**src/rtl/toy_fetch_queue.sv**
```systemverilog
// Instruction-fetch front end: PC-driven 1-cycle memory requests feed a DEPTH-entry FIFO drained by decode.
// Fetch-to-head latency 2 cycles; issue stalls when queued plus in-flight words reach DEPTH; REDIR flushes all.
module toy_fetch_queue #(
  parameter int AW = 30,
  parameter int DW = 32,
  parameter int DEPTH = 4,
  parameter logic [AW-1:0] RESET_ADDR = '0
) (
  input  logic                       CLK,
  input  logic                       RSTN,
  output logic                       IREQ,
  output logic [AW-1:0]              IADDR,
  input  logic [DW-1:0]              INSTR,
  input  logic                       REDIR,
  input  logic [AW-1:0]              REDIR_ADDR,
  input  logic                       HALT,
  output logic                       OUT_VALID,
  input  logic                       OUT_READY,
  output logic [DW-1:0]              OUT_INSTR,
  output logic [AW-1:0]              OUT_ADDR,
  output logic [$clog2(DEPTH):0]     OCC
);

  localparam int PW = $clog2(DEPTH);
  localparam int CW = PW + 1;

  logic [AW-1:0] pc_q, pc_d;
  logic          infl_v_q, infl_v_d;
  logic [AW-1:0] infl_addr_q, infl_addr_d;
  logic [PW-1:0] rd_q, rd_d, wr_q, wr_d;
  logic [CW-1:0] cnt_q, cnt_d;
  logic [AW-1:0] addr_mem_q [DEPTH];
  logic [DW-1:0] instr_mem_q [DEPTH];

  logic [CW:0] pending;
  logic        issue, head_v, push, pop;

  // Conservative credit: a pop in the same cycle does not free a slot for issue.
  assign pending = {1'b0, cnt_q} + (CW+1)'(infl_v_q);
  assign issue   = RSTN & ~REDIR & ~HALT & (pending < (CW+1)'(DEPTH));
  assign head_v  = (cnt_q != '0);
  assign push    = infl_v_q & ~REDIR;
  assign pop     = head_v & OUT_READY & ~REDIR;

  always_comb begin
    pc_d        = pc_q;
    infl_v_d    = infl_v_q;
    infl_addr_d = infl_addr_q;
    rd_d        = rd_q;
    wr_d        = wr_q;
    cnt_d       = cnt_q;
    if (REDIR) begin
      pc_d     = REDIR_ADDR;
      infl_v_d = 1'b0;
      rd_d     = '0;
      wr_d     = '0;
      cnt_d    = '0;
    end else begin
      infl_v_d = issue;
      if (issue) begin
        infl_addr_d = pc_q;
        pc_d        = pc_q + AW'(1);
      end
      if (push) wr_d = wr_q + PW'(1);
      if (pop)  rd_d = rd_q + PW'(1);
      unique case ({push, pop})
        2'b10:   cnt_d = cnt_q + CW'(1);
        2'b01:   cnt_d = cnt_q - CW'(1);
        default: cnt_d = cnt_q;
      endcase
    end
  end

  always_ff @(posedge CLK) begin
    if (!RSTN) begin
      pc_q        <= RESET_ADDR;
      infl_v_q    <= 1'b0;
      infl_addr_q <= '0;
      rd_q        <= '0;
      wr_q        <= '0;
      cnt_q       <= '0;
    end else begin
      pc_q        <= pc_d;
      infl_v_q    <= infl_v_d;
      infl_addr_q <= infl_addr_d;
      rd_q        <= rd_d;
      wr_q        <= wr_d;
      cnt_q       <= cnt_d;
    end
  end

  always_ff @(posedge CLK) begin
    if (RSTN && push) begin
      addr_mem_q[wr_q]  <= infl_addr_q;
      instr_mem_q[wr_q] <= INSTR;
    end
  end

  assign IREQ      = issue;
  assign IADDR     = RSTN ? pc_q : RESET_ADDR;
  assign OUT_VALID = RSTN & head_v;
  assign OUT_INSTR = OUT_VALID ? instr_mem_q[rd_q] : '0;
  assign OUT_ADDR  = OUT_VALID ? addr_mem_q[rd_q] : '0;
  assign OCC       = RSTN ? cnt_q : '0;

  a_no_push_when_full: assert property (@(posedge CLK) disable iff (!RSTN)
    !(push && cnt_q == CW'(DEPTH)));

endmodule

```
**config.mk**
```make
export PLATFORM = sky130hd
export DESIGN_NAME = toy_fetch_queue
export DESIGN_NICKNAME = d
export VERILOG_FILES = /design/src/rtl/toy_fetch_queue.sv
export SDC_FILE = /design/constraint.sdc
export NUM_CORES = 1
export LEC_CHECK = 0
export CORE_ASPECT_RATIO = 0.8
export CORE_MARGIN = 5
export CORE_UTILIZATION = 35
export CTS_CLUSTER_DIAMETER = 40
export DETAILED_ROUTE_END_ITERATION = 6
export GPL_TIMING_DRIVEN = 0
export HOLD_SLACK_MARGIN = 0.1
export PLACE_DENSITY = 0.6
export SETUP_SLACK_MARGIN = 0.15
export SLEW_MARGIN = 20
export SYNTH_ARGS = -nofsm -noshare
export SYNTH_HDL_FRONTEND = slang
export SYNTH_SLANG_ARGS = --single-unit
```
**constraint.sdc**
```tcl
create_clock -name CLK -period 6.54 [get_ports CLK]
set_input_delay 1.308 -clock CLK [delete_from_list [all_inputs] [get_ports CLK]]
set_output_delay 1.308 -clock CLK [all_outputs]
set_load 0.03 [all_outputs]
```
# After elaboration in Yosys (flattened, before gate mapping)
# Memory sizes are Yosys's and may differ from the RTL's. A register that Yosys moved wholly into a read port is not among the register bits.
# Cells that the tools add are included.
[word_totals]
regBits = 68
mem_bits_rw = 248
input_bits = 67
out_inout_bits = 97
wordCells = 46
mem_count = 2
[classes]
add_sub_neg = 6
n_lt_le_gt_ge = 1
eq_ne = 2
mux = 13
bitwise = 10
n_reduce_logical = 6
[mem_list]
columns = ["memory", "words", "width", "rd", "rd_ports_with_merged_regs", "write_ports", "line_no", "rtl"]
rows = [
  ["instr_mem_q", 4, 32, 1, 1, 1, "33", "logic [DW-1:0] instr_mem_q [DEPTH];"],
  ["addr_mem_q", 4, 30, 1, 1, 1, "32", "logic [AW-1:0] addr_mem_q [DEPTH];"],
]
[ops]
columns = ["op", "count"]
rows = [
  ["$mux W30", 4],
  ["$mux W32", 1],
  ["$add A30 B1 Y30 const B", 1],
  ["$mux W2", 4],
  ["$and A1 B1 Y1", 7],
  ["$pmux W3 S2", 1],
  ["$add A2 B1 Y2 const B", 2],
  ["$add A3 B1 Y4", 1],
  ["$lt A4 B3 Y1 const B", 1],
  ["$reduce_bool A2 Y1", 2],
  ["$add A3 B1 Y3 const B", 1],
  ["$mux W3", 1],
  ["$not A1 Y1", 3],
  ["$reduce_bool A3 Y1", 1],
  ["$sub A3 B1 Y3 const B", 1],
  ["$eq A2 B1 Y1 const B", 1],
  ["$eq A2 B2 Y1 const B", 1],
  ["$mux W1", 2],
  ["$reduce_and A2 Y1", 1],
  ["$reduce_or A2 Y1", 1],
  ["$logic_and A1 B1 Y1", 1],
]

# Depth between registers and ports, before layout
[depth]
ltp_word = 6
ltp_mapped = 9
ltp_nobuf = 8

# Worst setup path after synthesis
# Ideal clock, no wire load.
[synth_path]
path_kind = "input to output"
startpoint = "input port REDIR"
endpoint = "output port IREQ"
arrival_time_ps = 2315
required_time_ps = 5232
setup_slack_ps = 2917
cell_stages = 5
n_path_buf = 2
path_cell_list = "nor4b_2 nand2_1 inv_1 buf_2 buf_2"
[synth_via]
elab_chain_len = 4
[synth_lines]
columns = ["item", "line_no", "rtl"]
rows = [
  ["from (decl)", "14", "input logic REDIR,"],
  ["$not A1 Y1 (no line)", "n/a", ""],
  ["$and A1 B1 Y1 (3 in a row)", "40", "assign issue = RSTN & ~REDIR & ~HALT & (pending < (CW+1)'(DEPTH));"],
  ["to (decl)", "11", "output logic IREQ,"],
]
# Every way passes these cells.

# Worst setup path after layout
[layout_path]
startpoint = "input port RSTN"
endpoint = "output port OUT_INSTR[25]"
[layout_via]
elab_chain_len = 2
[layout_lines]
columns = ["item", "line_no", "rtl"]
rows = [
  ["from (decl)", "10", "input logic RSTN,"],
  ["$and A1 B1 Y1", "101", "assign OUT_VALID = RSTN & head_v;"],
  ["$mux W32", "102", "assign OUT_INSTR = OUT_VALID ? instr_mem_q[rd_q] : '0;"],
  ["to (decl)", "19", "output logic [DW-1:0] OUT_INSTR,"],
]
# Every way passes these cells.

==> flow_summary_export.csv <==
group,metric,value,unit
status,outcome,"finished clean",
grt,grt_util_met1,21.4,%
placed_design,hpwl,21.2,mm
grt,antenna_found_initial,0,
setup_path,rrSetupSlack,4030,ps
synthesis,yosysTopAreaCell,"edfxtp_1",
clock_network,clk_latency,540,ps
setup_path,startpoint_type,"input pin",
synthesis,synth_warnings,0,
grt,grt_pass1_wl,48.1,mm
clock_network,cts_buffer_depth,3,
timing,slew_headroom,40.7,%
cells_and_area,ff_latch_area,8850,µm²
synthesis,synth_area_leaders,"edfxtp_1 58%, dfxtp_1 11%, mux4_2 11%",
drt,ant_nets,0,
synthesis,synth_common_cells,"248 x edfxtp_1, 91 x nand2_1, 70 x dfxtp_1, 63 x nor2b_1, 62 x mux4_2",
timing,rsz0062_at_grt,"no",
drt,dr_total_vias,7927,
grt,busiest_layer,"met2",
power_and_ir_drop,max-vdd-ir-drop,0.144,mV
clock_network,cts.hold.buffers_added,0,
floorplanning,start_util,35.5,%
grt,grt_pass1_vias,8045,
drt,drtIter0Drc,697,
clock_network,post_cts_buffers,0,
placed_design,gp_congestion,0.836,
cells_and_area,syn_to_final_growth,29.3,%
synthesis,synth_cells,838,
synthesis,synth.top_cell.area_share,58.3,%
timing,worst_pin_slew,890,ps
power_and_ir_drop,leakage,0.00515,µW
synthesis,synth_cell_types,56,
clock_network,cts.htree.levels,2,
clock_network,cts_resized,0,
placed_design,numPortBuffers,163,
grt,grt_usage,15.3,%
floorplanning,core,36000,µm²
synthesis,synth-edff-count,248,
floorplanning,design.die.area,40500,µm²
timing,setup_tns,0,ps
clock_network,path_clk_slew,60,ps
floorplanning,fp.dieH,181,µm
flow_run,max_cap_viol_count,0,
cells_and_area,drive_gt1_share,14.6,%
synthesis,syn-mean-instance-area,15.3,µm²
timing,max_freq,188,MHz
cells_and_area,fillers,3199,
worst_hold_path,worst_hold_path_type,"register to register",
clock_network,cts.sinks,318,
power_and_ir_drop,p_per_area,281,nW/µm²
timing,fin_hold_ws,492,ps
setup_path,crit_type,"input pin to primary output",
floorplanning,ios,164,
setup_path,path_max_fanout,10,
timing,hold_viol,0,
synthesis,ys.flop_type,"edfxtp_1",
drt,route.detailed.drc,0,
floorplanning,rows,62,
synthesis,yosysSeqAreaShare,69.2,%
setup_path,end_kind,"primary output",
cells_and_area,nets,1122,
synthesis,syn_nets,912,
clock_network,root_buffer,"clkbuf_16",
setup_path,cp_data_required_time,5230,ps
timing,period_share,81.4,%
drt,drt-total-wl,31.6,mm
synthesis,synthesis.area,12800,µm²
grt,grt_use_met3,3.63,%
grt,grt_overflow,0,
clock_network,cts_buffers,41,
synthesis,async_flop_share,0,%
grt,grt_max_degree,45,
timing,finalCriticalPeriod,5320,ps
timing,finalSetupViolations,0,
setup_path,cp_data_arrival_time,4010,ps
timing,finalClockSkew,15.8,ps
clock_network,cts_tree,"built",
timing,slew_violations,0,
synthesis,yosysMostFrequentCell,"edfxtp_1",
drt,wl_per_cell,20.3,µm
floorplanning,die_width,224,µm
cells_and_area,multiInputGateArea,3690,µm²
drt,drt_pre_antenna_iters,6,
drt,vias_per_cell,5.07,
grt,use_met2,24.2,%
synthesis,ys_seq_elements,318,
## worst max-delay path, cell delays in order
cell and delay [ps]:
clkdlybuf4s50_1 530, nand2b_1 140, clkbuf_1 670, clkbuf_1 580, nor2b_1 140, clkdlybuf4s50_1 640
## registers in the layout, indices dropped and copies added (netlist names), named ones only
name and flops:
rd_q 2, infl_v_q 1, addr_mem_q 120, cnt_q 3, pc_q 30, instr_mem_q 128
infl_addr_q 30, wr_q 2
## area by class of cell
type / instances / area share (%)
sequential: 318 / 53.5
multi-input combinational: 456 / 22.3
timing repair buffer: 167 / 10.4
clock buffer: 53 / 6.99
tap: 480 / 3.63
clock inverter: 23 / 1.53
buffer: 49 / 1.23
inverter: 15 / 0.341
antenna: 1 / 0.0151
## power breakdown
group | leakage [µW] | internal (µW) | switching, µW | total (µW)
Sequential | 0.00276 | 2190 | 22.6 | 2210
Clock | 0.000682 | 1390 | 873 | 2270
Combinational | 0.00170 | 78.1 | 95.3 | 173
Total | 0.00515 | 3660 | 991 | 4650
## kinds of logic after synthesis
kind of cell | count (synthesis) | synth area share (%)
AO/OA/AOI/OAI | 99 | 4.91
XOR/XNOR | 7 | 0.480
adder cells (fa/ha/maj) | 7 | 0.744
buffers and inverters | 64 | 2.03
flip-flops | 318 | 69.2
multiplexers | 65 | 11.2
AND/OR/NAND/NOR | 278 | 11.4
## metal layers
layer / part of all wire [%] / wire [µm]
met3: 6.6 / 2070
met5: 0 / 0
met1: 45 / 14300
met4: 2.0 / 620
met2: 46 / 14700
## through the flow
step / std cells / power (µW) / utilization, % / setup slack, ps / area, µm²
finish: 1562 / 4650 / 45.9 / 1220 / 16500
global route: 1561 / 4800 / 45.9 / 1050 / 16500
CTS: 1561 / 4700 / 45.9 / 1180 / 16500
detailed placement: 1485 / 2420 / 42.0 / 1180 / 15100
global placement: 1481 / 2420 / 41.7 / 855 / 15000
floorplan: 838 / 2320 / - / 2920 / 12800
## cells in the final DEF (no fill, tap or decap), drive strengths merged, types with 3 or more instances in the layout
| master | instances |
|---|---|
| a31oi | 5 |
| nor2 | 25 |
| or4 | 4 |
| nor2b | 63 |
| nor4 | 7 |
| and4 | 5 |
| dfxtp | 70 |
| o21ai | 6 |
| edfxtp | 248 |
| xor2 | 3 |
| ha | 6 |
| nor3 | 10 |
| buf | 19 |
| o211ai | 6 |
| bufinv | 3 |
| clkdlybuf4s50 | 163 |
| nand4 | 8 |
| a21oi | 50 |
| nand3 | 17 |
| mux4 | 62 |
| clkinv | 9 |
| clkinvlp | 3 |
| a21boi | 3 |
| and3 | 7 |
| inv | 23 |
| xnor2 | 4 |
| or3 | 7 |
| o311ai | 6 |
| nand2 | 92 |
| clkbuf | 87 |
| and2 | 29 |
## worst paths after layout
check / from / end / cells past startpoint
min: infl_addr_q[23]$_SDFFE_PN0P_ / addr_mem_q[2][23]$_DFFE_PP_ / 0
max: RSTN / OUT_INSTR[25] / 6
min reg2reg: infl_addr_q[23]$_SDFFE_PN0P_ / addr_mem_q[2][23]$_DFFE_PP_ / 0
max reg2reg: cnt_q[2]$_SDFFE_PP0P_ / cnt_q[2]$_SDFFE_PP0P_ / 8
No activity file was read; power rests on OpenSTA's default activity.
